[src/rtl/input_map_pkg.sv]
// Shared button indices, PS/2 scancodes and key-state type for the arcade input mapper.
package input_map_pkg;

    localparam int BTN_RIGHT = 0;
    localparam int BTN_LEFT  = 1;
    localparam int BTN_DOWN  = 2;
    localparam int BTN_UP    = 3;
    localparam int BTN_FIRE  = 4;
    localparam int BTN_START = 5;
    localparam int BTN_COIN  = 6;
    localparam int BTN_W     = 7;

    localparam logic [7:0] SC_P0_UP      = 8'h75;
    localparam logic [7:0] SC_P0_DOWN    = 8'h72;
    localparam logic [7:0] SC_P0_LEFT    = 8'h6B;
    localparam logic [7:0] SC_P0_RIGHT   = 8'h74;
    localparam logic [7:0] SC_P0_FIRE_A  = 8'h29;
    localparam logic [7:0] SC_P0_FIRE_B  = 8'h14;
    localparam logic [7:0] SC_P0_START_A = 8'h16;
    localparam logic [7:0] SC_P0_START_B = 8'h05;
    localparam logic [7:0] SC_P0_COIN    = 8'h2E;

    localparam logic [7:0] SC_P1_UP      = 8'h2D;
    localparam logic [7:0] SC_P1_DOWN    = 8'h2B;
    localparam logic [7:0] SC_P1_LEFT    = 8'h23;
    localparam logic [7:0] SC_P1_RIGHT   = 8'h34;
    localparam logic [7:0] SC_P1_FIRE    = 8'h1C;
    localparam logic [7:0] SC_P1_START_A = 8'h1E;
    localparam logic [7:0] SC_P1_START_B = 8'h06;
    localparam logic [7:0] SC_P1_COIN    = 8'h36;

    // Field order matches btn_out bit order so the struct packs directly onto a player slice.
    typedef struct packed {
        logic coin;
        logic start;
        logic fire;
        logic up;
        logic down;
        logic left;
        logic right;
    } key_state_t;

    function automatic key_state_t key_mask(input int player, input logic [7:0] sc);
        logic [BTN_W-1:0] v;
        v = '0;
        if (player == 0) begin
            v[BTN_UP]    = (sc == SC_P0_UP);
            v[BTN_DOWN]  = (sc == SC_P0_DOWN);
            v[BTN_LEFT]  = (sc == SC_P0_LEFT);
            v[BTN_RIGHT] = (sc == SC_P0_RIGHT);
            v[BTN_FIRE]  = (sc == SC_P0_FIRE_A) || (sc == SC_P0_FIRE_B);
            v[BTN_START] = (sc == SC_P0_START_A) || (sc == SC_P0_START_B);
            v[BTN_COIN]  = (sc == SC_P0_COIN);
        end else if (player == 1) begin
            v[BTN_UP]    = (sc == SC_P1_UP);
            v[BTN_DOWN]  = (sc == SC_P1_DOWN);
            v[BTN_LEFT]  = (sc == SC_P1_LEFT);
            v[BTN_RIGHT] = (sc == SC_P1_RIGHT);
            v[BTN_FIRE]  = (sc == SC_P1_FIRE);
            v[BTN_START] = (sc == SC_P1_START_A) || (sc == SC_P1_START_B);
            v[BTN_COIN]  = (sc == SC_P1_COIN);
        end
        return key_state_t'(v);
    endfunction

endpackage

[src/rtl/coin_pulse_stretcher.sv]
// Stretches a coin source to at least PULSE_CYC cycles; a source high
// across reset must fall and rise again before it counts.
module coin_pulse_stretcher #(
    parameter int PULSE_CYC = 40000
) (
    input  logic clk_sys,
    input  logic reset_n,
    input  logic src_i,
    output logic pulse_o
);

    localparam logic [19:0] CNT_INIT = 20'(PULSE_CYC - 1);

    logic        src_q, src_d;
    logic        lvl_q, lvl_d;
    logic [19:0] cnt_q, cnt_d;
    logic        pulse_q, pulse_d;
    logic        rise;

    always_comb begin
        rise  = src_i & ~src_q;
        src_d = src_i;
        lvl_d = src_i & (lvl_q | rise);
        cnt_d = cnt_q;
        if (cnt_q != '0) begin
            cnt_d = cnt_q - 20'd1;
        end else if (rise) begin
            cnt_d = CNT_INIT;
        end
        pulse_d = lvl_d | (cnt_q != '0);
    end

    always_ff @(posedge clk_sys) begin
        if (!reset_n) begin
            src_q   <= 1'b1;
            lvl_q   <= 1'b0;
            cnt_q   <= '0;
            pulse_q <= 1'b0;
        end else begin
            src_q   <= src_d;
            lvl_q   <= lvl_d;
            cnt_q   <= cnt_d;
            pulse_q <= pulse_d;
        end
    end

    assign pulse_o = pulse_q;

endmodule

[src/rtl/arcade_input_mapper.sv]
// Merges PS/2 key states with joystick words into per-player buttons.
// Optional autofire is built when INPUT_AUTOFIRE_EN is defined.
module arcade_input_mapper #(
    parameter int NPLAYERS       = 2,
    parameter int COIN_PULSE_CYC = 40000,
    parameter int AUTOFIRE_DIV   = 2000000
) (
    input  logic                    clk_sys,
    input  logic                    reset_n,
    input  logic [10:0]             ps2_key,
    input  logic [16*NPLAYERS-1:0]  joy_in,
`ifdef INPUT_AUTOFIRE_EN
    input  logic [NPLAYERS-1:0]     autofire_en,
`endif
    output logic [7*NPLAYERS-1:0]   btn_out,
    output logic                    key_event
);

    import input_map_pkg::*;

    logic       tog_q, tog_d;
    logic       key_event_q, key_event_d;
    key_state_t ks_q [NPLAYERS];
    key_state_t ks_d [NPLAYERS];
    key_state_t m;
    logic       ev;

    always_comb begin
        ev          = ps2_key[10] ^ tog_q;
        tog_d       = ps2_key[10];
        key_event_d = 1'b0;
        m           = '0;
        for (int p = 0; p < NPLAYERS; p++) begin
            ks_d[p] = ks_q[p];
            m       = key_mask(p, ps2_key[7:0]);
            if (ev && (m != '0)) begin
                key_event_d = 1'b1;
                ks_d[p]     = (ks_q[p] & ~m) | (m & {BTN_W{ps2_key[9]}});
            end
        end
    end

    // History loads during reset so a toggle held across reset is not an event.
    always_ff @(posedge clk_sys) begin
        if (!reset_n) begin
            tog_q       <= ps2_key[10];
            key_event_q <= 1'b0;
            for (int p = 0; p < NPLAYERS; p++) ks_q[p] <= '0;
        end else begin
            tog_q       <= tog_d;
            key_event_q <= key_event_d;
            ks_q        <= ks_d;
        end
    end

    assign key_event = key_event_q;

    for (genvar p = 0; p < NPLAYERS; p++) begin : g_pl
        logic [BTN_W-1:0] src;
        logic             coin;
        logic             fire;
        logic [5:0]       btn_q, btn_d;

        assign src = ks_q[p] | joy_in[16*p +: BTN_W];

        coin_pulse_stretcher #(
            .PULSE_CYC (COIN_PULSE_CYC)
        ) u_coin (
            .clk_sys (clk_sys),
            .reset_n (reset_n),
            .src_i   (src[BTN_COIN]),
            .pulse_o (coin)
        );

`ifdef INPUT_AUTOFIRE_EN
        localparam logic [23:0] AF_LAST = 24'(AUTOFIRE_DIV - 1);

        logic        act_q, act_d;
        logic        ph_q, ph_d;
        logic [23:0] cnt_q, cnt_d;

        always_comb begin
            act_d = src[BTN_FIRE];
            ph_d  = ph_q;
            cnt_d = cnt_q;
            if (!src[BTN_FIRE]) begin
                ph_d  = 1'b0;
                cnt_d = '0;
            end else if (!act_q) begin
                ph_d  = 1'b1;
                cnt_d = '0;
            end else if (cnt_q == AF_LAST) begin
                ph_d  = ~ph_q;
                cnt_d = '0;
            end else begin
                cnt_d = cnt_q + 24'd1;
            end
            fire = autofire_en[p] ? ph_d : src[BTN_FIRE];
        end

        always_ff @(posedge clk_sys) begin
            if (!reset_n) begin
                act_q <= 1'b0;
                ph_q  <= 1'b0;
                cnt_q <= '0;
            end else begin
                act_q <= act_d;
                ph_q  <= ph_d;
                cnt_q <= cnt_d;
            end
        end
`else
        assign fire = src[BTN_FIRE];
`endif

        always_comb begin
            btn_d           = src[5:0];
            btn_d[BTN_FIRE] = fire;
        end

        always_ff @(posedge clk_sys) begin
            if (!reset_n) btn_q <= '0;
            else          btn_q <= btn_d;
        end

        assign btn_out[7*p +: 7] = {coin, btn_q};
    end

endmodule

[config.mk]
export PLATFORM = sky130hd
export DESIGN_NAME = arcade_input_mapper
export DESIGN_NICKNAME = d
export VERILOG_FILES = /design/src/rtl/input_map_pkg.sv /design/src/rtl/coin_pulse_stretcher.sv /design/src/rtl/arcade_input_mapper.sv
export SDC_FILE = /design/constraint.sdc
export NUM_CORES = 1
export LEC_CHECK = 0
export ABC_CLOCK_PERIOD_IN_PS = 4100
export CAP_MARGIN = 5
export CORE_MARGIN = 8
export CORE_UTILIZATION = 30
export CTS_CLUSTER_SIZE = 24
export DETAILED_ROUTE_END_ITERATION = 8
export GPL_TIMING_DRIVEN = 1
export PLACE_DENSITY = 0.46
export RECOVER_POWER = 100
export SYNTH_ARGS = -nofsm -noshare
export SYNTH_HDL_FRONTEND = slang
export SYNTH_HIERARCHICAL = 1
export SYNTH_SLANG_ARGS = --single-unit
[constraint.sdc]
create_clock -name clk_sys -period 4.1 [get_ports clk_sys]
set_input_delay 1.23 -clock clk_sys [delete_from_list [all_inputs] [get_ports clk_sys]]
set_output_delay 1.23 -clock clk_sys [all_outputs]
set_load 0.005 [all_outputs]
After elaboration in Yosys (flattened, before gate mapping)
Index checks and enable logic that the tools add are counted.
Widths: inputs -> output; s select.
{ "op_classes": {"n_reduce_logical": 11, "bitwise_logic": 21, "add_sub_neg": 2, "n_eq_ne": 17, "muxes": 6} }
{ "op_table": {"columns": ["cell", "n"], "rows": [
  ["$mux 20", 4],
  ["$eq 8x6->1 const B", 7],
  ["$reduce_bool 20->1", 2],
  ["$sub 20x1->20 const B", 2],
  ["$eq 8x5->1 const B", 4],
  ["$eq 8x7->1 const B", 4],
  ["$and 7x7->7", 4],
  ["$or 7x7->7", 4],
  ["$eq 8x3->1 const B", 2],
  ["$not 7->7", 2],
  ["$reduce_bool 7->1", 2],
  ["$and 1x1->1", 4],
  ["$or 1x1->1", 4],
  ["$reduce_bool 2->1", 2],
  ["$logic_or 1x1->1", 3],
  ["$logic_and 1x1->1", 2],
  ["$mux 1", 2],
  ["$not 1->1", 2],
  ["$xor 1x1->1", 1]
]} }
{ "totals": {"in_bits": 45, "ff_bits": 74, "wordCells": 83} }

Logic depth before layout (Yosys ltp)
Gate-level depths: netlist of the first run.
{ "logic_depth": {"ltp_word": 6, "ltp_mapped": 7, "ltp_nobuf": 7} }

Modules after synthesis
Netlist of the first run, hierarchy kept.
{ "modules_own_cells": {"columns": ["mod", "cells_per_inst", "seq_area_each_um2", "area_per_inst_um2", "n_inst"], "rows": [
  ["coin_pulse_stretcher", 133, 460.4, 1182.4, 2],
  ["arcade_input_mapper", 145, 560.5, 1407.6, 1]
]} }

Least setup slack after synthesis of the first run
OpenSTA, ideal clock, no wires.
{ "synth_timing": {"kind": "input port to flip-flop", "from": "input joy_in[6]", "to": "register g_pl[0].u_coin.cnt_q[5]", "n_path_buf": 1, "setup_time_ps": 127, "path_stages": 7, "arrival_time_ps": 2254, "path_slack_ps": 1719, "t_required_ps": 3973, "path_cell_list": "or2_2 > nand2b_1 > nor4_1 > and3_1 > buf_2 > a211oi_1 > a211oi_1"} }
{ "synth_between": {"elab_chain_len": 3} }
{ "synth_rtl": {"columns": ["element", "line_no", "text"], "rows": [
  ["start, declared", "arcade_input_mapper.sv:11", "input logic [16*NPLAYERS-1:0] joy_in,"],
  ["$or 7x7->7", "arcade_input_mapper.sv:64", "assign src = ks_q[p] | joy_in[16*p +: BTN_W];"],
  ["$and 1x1->1", "coin_pulse_stretcher.sv:21", "rise = src_i & ~src_q;"],
  ["$reduce_bool 2->1 (no line)", null, null],
  ["end signal, assigned", "coin_pulse_stretcher.sv:42", "cnt_q <= cnt_d;"],
  ["end, declared", "coin_pulse_stretcher.sv:16", "logic [19:0] cnt_q, cnt_d;"]
]} }
No other way between the ends.
A chain may end at the register's enable or synchronous reset.

==> impl_metrics.ini, run 1 <==
[outcome]
status = finished clean

[worst_setup_path]
worst-setup-path-type = in2reg
end_kind = register
setup.worst_path.start_class = input pin
arrival_ns = 3.42
cp_max_fo = 13
regToRegSetupSlack_ns = 1.73
crit_required_ns = 4.32

[clock_tree]
htreeDepth = 3
postCtsSetupRepairBufs = 0
clock_path_buffers = 2
cts.sinks = 74
cts_tree = done
clk_pin_slew_ns = 0.06
numCtsBuffers = 9
cts_resized = 0
insertion_delay_ns = 0.33
cts_root_buffer = clkbuf_16
hold_buffers = 0

[yosys]
synth_xor_xnor_area_share = 0.0395
syn-mean-instance-area_um2 = 9.18
synthTopCellsByCount = dfxtp_1, nor2_1, nor3_1, a211oi_1, mux2i_1
synth.distinct_cells = 58
synth_simple_gate_area_frac = 0.289
synth_edf_count = 0
yosysTopAreaCellShare = 0.393
netlist_area_mm2 = 0.00377
synth_fa_ha_area_frac = 0.0133
synth_compound_area_frac = 0.173
yosys.area.top_type = dfxtp_1
synth.area.mux_share = 0.0478
synth_area_leaders = dfxtp_1, mux2i_1, a211oi_1, nor2_1, nor3_1
synth_most_common_cell = dfxtp_1
yosys_warnings = 6
syn-num-nets = 460
ys_seq_elements = 74
synth_ff_type = dfxtp_1
synth_top_family_by_area = simple AND/OR/NAND/NOR gates
synth_async_sr_flop_share = 0
synthCells = 411
ys_seq_area_frac = 0.393

[global_routing]
antenna_found_initial = 0
gr-total-overflow = 0
track_usage = 0.117
grt_max_degree = 30
grt_pass1_wl_um = 15500
grt_pass1_vias = 3076

[route]
wire_per_inst_um = 14.7
post-route-drc-count = 0
dr.pass1.iters = 5
routed_wl_um = 9090
drtIter0Drc = 185
vias_per_cell = 4.98
vias = 3078
postRouteAntennaNets = 0

[floorplanning]
die_h_um = 128
row_count = 41
dieArea_mm2 = 0.0164
core_area_mm2 = 0.0125
io-pin-count = 60
die_x_um = 128
start_util = 0.303

[cells_and_area]
regArea_mm2 = 0.00148
n_antenna_cell = 0
drive_gt1_frac = 0.0852
nFillCells = 1321
area_growth_pct = 21.8
multi_input_area_mm2 = 0.00210
fin_util = 0.369
fin_nets = 490

[placed_design]
place_congestion = 0.796
hpwl_um = 6450
port_buffers = 40

[timing]
finClkSkew_ns = 0.00733
period_minus_slack_ns = 3.19
finalHoldViolCount = 0
finalMaxSlewViolations = 0
max-slew-margin-rel = 0.0976
tightestPinTransition_ns = 1.35
setup_viol = 0
rsz0062_at_grt = false
final.setup.tns_ns = 0
min_period_over_period = 0.779
max_freq_mhz = 313

[power_and_ir_drop]
power_density_mw_per_mm2 = 701
netSwitchingFraction = 0.376
leakage_nw = 1.67
p_int_mw = 2.01
pwr-share-seq = 0.320
p_sw_mw = 1.21
p_clk_frac = 0.285
power_frac_comb = 0.395
peakVddDrop_mv = 0.295

[run]
max_cap_violations = 0

[worst_hold_path]
hold_path.class = reg2reg
placed cells by master, fill, tap and decap left out, types with 4 or more instances in the layout:
| master | instances |
|---|---|
| nor4_1 | 11 |
| a2111oi_4 | 4 |
| a211oi_1 | 18 |
| and3_1 | 5 |
| nand3_1 | 5 |
| xor2_1 | 5 |
| dlygate4sd3_1 | 18 |
| dfxtp_1 | 74 |
| inv_1 | 10 |
| or3_1 | 5 |
| nor3_1 | 22 |
| nor2b_1 | 17 |
| o21a_1 | 14 |
| clkbuf_16 | 9 |
| nand4_1 | 10 |
| nand2_1 | 17 |
| xnor2_1 | 12 |
| nand2b_1 | 15 |
| or4_1 | 6 |
| ha_1 | 4 |
| or2_2 | 5 |
| o21ai_0 | 12 |
| mux2i_1 | 18 |
| a21oi_1 | 14 |
| clkdlybuf4s50_1 | 21 |
| nor2_1 | 33 |
through the flow:
step	hold slack (ns)	cell area [um^2]	instances	power (mW)	setup slack [ns]
finish	0.466	4590	618	3.22	0.905
CTS	0.471	4620	618	3.26	1.25
global placement	0.448	4270	602	2.29	0.873
detailed placement	0.454	4270	602	2.31	0.890
global route	0.483	4590	618	3.46	0.664
floorplan	0.440	3770	411	2.07	1.72
layout make-up:
cell class              count  area share
well taps                 172      0.0468
repair buffers             42      0.0882
flip-flops and latches     74       0.322
multi-input cells         304       0.458
inverters                  10     0.00817
clock inverters             6      0.0248
clock buffers              10      0.0520
final timing paths:
| check | from | depth (start not counted) | to |
|---|---|---|---|
| worst max register to register | g_pl[0].u_coin/cnt_q[8] | 5 | g_pl[0].u_coin/cnt_q[18] |
| worst min register to register | register | 1 | g_pl[0].btn_q[1] |
| worst max-delay path | ps2_key[5] | 6 | register |
| worst min-delay path | register | 1 | g_pl[0].btn_q[1] |
power groups by stage:
stage | Clock (mW) | Sequential [mW] | Combinational [mW]
finish | 0.919 | 1.03 | 1.27
global route | 0.970 | 1.06 | 1.43
CTS | 0.945 | 1.03 | 1.29
detailed placement | 0 | 1.04 | 1.27
global placement | 0 | 1.04 | 1.25
floorplan | 0 | 1.00 | 1.07
worst max-delay path, stage by stage:
cell and delay (ns):
dlygate4sd3_1 0.81, nor4b_1 0.54, nand4_1 0.20, nor3b_1 0.34, mux2i_1 0.22, nor2b_1 0.07
kinds of logic (layout without fill, tap and decap cells):
group | count (synthesis) | count (layout)
AOI/OAI and AO/OA | 83 | 83
xor gates and xnor gates | 17 | 17
adders and majority gates | 4 | 4
buffers and inverters | 33 | 68
DFF | 74 | 74
muxes | 18 | 18
and+or+nand+nor | 182 | 182
metal layers:
layer	GRT usage	vias to the layer above	wire, um
li1	-	1554	-
met3	0.0324	10	352
met5	0	-	0
met2	0.181	49	4100
met4	0.0441	0	135
met1	0.150	1465	4500
Note: power is estimated with default switching activity, not from simulation.
==> run 2: changes to the inputs <==
--- a/config.mk
+++ b/config.mk
@@ -5,7 +5,7 @@
 export SDC_FILE = /design/constraint.sdc
 export NUM_CORES = 1
 export LEC_CHECK = 0
-export ABC_CLOCK_PERIOD_IN_PS = 4100
+export ABC_CLOCK_PERIOD_IN_PS = 3000
 export CAP_MARGIN = 5
 export CORE_MARGIN = 8
 export CORE_UTILIZATION = 30
==> constraint.sdc (replaced) <==
create_clock -name clk_sys -period 3 [get_ports clk_sys]
set_input_delay 0.9 -clock clk_sys [delete_from_list [all_inputs] [get_ports clk_sys]]
set_output_delay 0.9 -clock clk_sys [all_outputs]
set_load 0.005 [all_outputs]
==> run 2 against run 1 <==
Compared with the run above: combinational power grew 39%; global-route usage grew 0.44 points; setup slack lost 0.57 ns; flip-flop and latch count is the same; final area grew 1.2%; routed wire length grew 0.64%; highest routed layer unchanged; via count grew 1.3%; hold slack lost 0.0011 ns.
==> impl_metrics.ini, run 2 (synthesized netlist as in run 1, its figures left out) <==
[global_routing]
grt_pass1_wl_um = 15800
grt_pass1_vias = 3161
track_usage = 0.121
grt_max_degree = 34
gr-total-overflow = 0
antenna_found_initial = 0

[power_and_ir_drop]
power_density_mw_per_mm2 = 965
leakage_nw = 1.71
peakVddDrop_mv = 0.440

[cells_and_area]
fin_nets = 497
n_antenna_cell = 0
drive_gt1_frac = 0.0905
final_cell_mix = dfxtp_1, nor2_1, nor3_1, dlygate4sd3_1, a211oi_1
postLayoutCellArea_mm2 = 0.00465
final_common_cell = dfxtp_1
area_growth_pct = 23.3

[placed_design]
post_dp_cell_area_mm2 = 0.00433
place_congestion = 0.811
hpwl_um = 6540
port_buffers = 40
dp_worst_setup_slack_ns = 0.114

[floorplanning]
dieArea_mm2 = 0.0164
die_x_um = 128
row_count = 41
io-pin-count = 60
core_area_mm2 = 0.0125
start_util = 0.303
die_h_um = 128

[worst_setup_path]
cp_max_fo = 10
end_kind = register
setup.worst_path.start_class = input pin
cp_top_family = compound AO/OA/AOI/OAI gates
crit_buf_inv = 1
arrival_ns = 2.85
cp_cell_sequence = dlygate4sd3_1 -> nor2b_1 -> a22oi_1 -> o31ai_1 -> o311ai_0 -> o311ai_1
crit_required_ns = 3.18
worst-setup-path-type = in2reg
cp_slowest_stage_delay_ns = 0.82
cpMaxStageDelayCell = dlygate4sd3_1

[route]
wire_per_inst_um = 14.6
drtIter0Drc = 149
vias_per_cell = 4.99
vias = 3119
dr.pass1.iters = 4
postRouteAntennaNets = 0
routed_wl_um = 9150
post-route-drc-count = 0

[timing]
max_freq_mhz = 376
max-slew-margin-rel = 0.329
tightestPinTransition_ns = 1.01
timing.hold.ws_ns = 0.465
finalHoldViolCount = 0
fin_ws_ns = 0.338
finClkSkew_ns = 0.00703
period_minus_slack_ns = 2.66
finalMaxSlewViolations = 0
setup_viol = 0
rsz0062_at_grt = false
final.setup.tns_ns = 0
min_period_over_period = 0.887

[clock_tree]
clk_pin_slew_ns = 0.06
cts_resized = 0
cts_root_buffer = clkbuf_16
postCtsSetupRepairBufs = 0
clock_path_buffers = 2
cts.sinks = 74
hold_buffers = 0
htreeDepth = 3
numCtsBuffers = 9
insertion_delay_ns = 0.33
cts_tree = done

[worst_hold_path]
hold_path.class = reg2reg

[run]
max_cap_violations = 0

[outcome]
status = finished clean
==> run 2: changes by cell type in the layout (fill, tap and decap cells not counted), moves of 2 or more <==
cell / change
clkbuf_1: +2
and2_0: +2
dlygate4sd3_1: +3
and2_1: -2
clkdlybuf4s50_1: -3
buf_4: +4
==> run 2: worst register-to-register path, stage by stage (launching register included) <==
cell and delay (ns):
dfxtp_1 0.38, nor4_1 0.29, clkbuf_1 0.21, and2_0 0.56, nand4_1 0.28, nor4_1 0.38, mux2i_1 0.21
==> run 2: power breakdown <==
| group | total [mW] | switching [mW] | internal (mW) |
|---|---|---|---|
| clock | 1.32 | 0.422 | 0.896 |
| sequential | 1.40 | 0.212 | 1.19 |
| combinational | 1.76 | 1.02 | 0.749 |
==> run 2: path summary, 6_finish.rpt <==
check	start	endpoint	slack, ns	depth (start not counted)
setup / recovery	ps2_key[4]	key_event	0.34	6
hold / removal	register	g_pl[0].btn_q[5]	0.47	1
setup reg to reg	g_pl[1].u_coin/cnt_q[8]	g_pl[1].u_coin/cnt_q[18]	0.61	6
hold reg to reg	register	g_pl[0].btn_q[5]	0.47	1
==> run 2: layout make-up <==
type,count,area (um^2)
flip-flops and latches,74,1480
repair buffers,49,448
fillers,1304,7820
clock buffers,9,225
inverters,10,37.5
well taps,172,215
clock inverters,7,141
multi-input cells,304,2100
==> run 2: metal layers <==
layer	routed length (um)	global-route usage
met1	4410	0.152
met2	4120	0.187
met3	441	0.0362
met4	174	0.0552
met5	0	0
==> run 2: stage by stage <==
| step | std cells | power, mW | utilization |
|---|---|---|---|
| after global placement | 609 | 3.18 | 0.347 |
| final | 625 | 4.49 | 0.373 |
| after detailed placement | 609 | 3.21 | 0.347 |
| after CTS | 625 | 4.57 | 0.377 |
| after floorplan | 411 | 2.83 | - |
| after global routing | 625 | 4.85 | 0.373 |
==> run 3: changes to the inputs <==
--- a/config.mk
+++ b/config.mk
@@ -14,6 +14,7 @@
 export GPL_TIMING_DRIVEN = 1
 export PLACE_DENSITY = 0.46
 export RECOVER_POWER = 100
+export SLEW_MARGIN = 20
 export SYNTH_ARGS = -nofsm -noshare
 export SYNTH_HDL_FRONTEND = slang
 export SYNTH_HIERARCHICAL = 1
==> results of run 3 <==
Same layout as run 2: the final DEF is identical, and so are final timing and power.
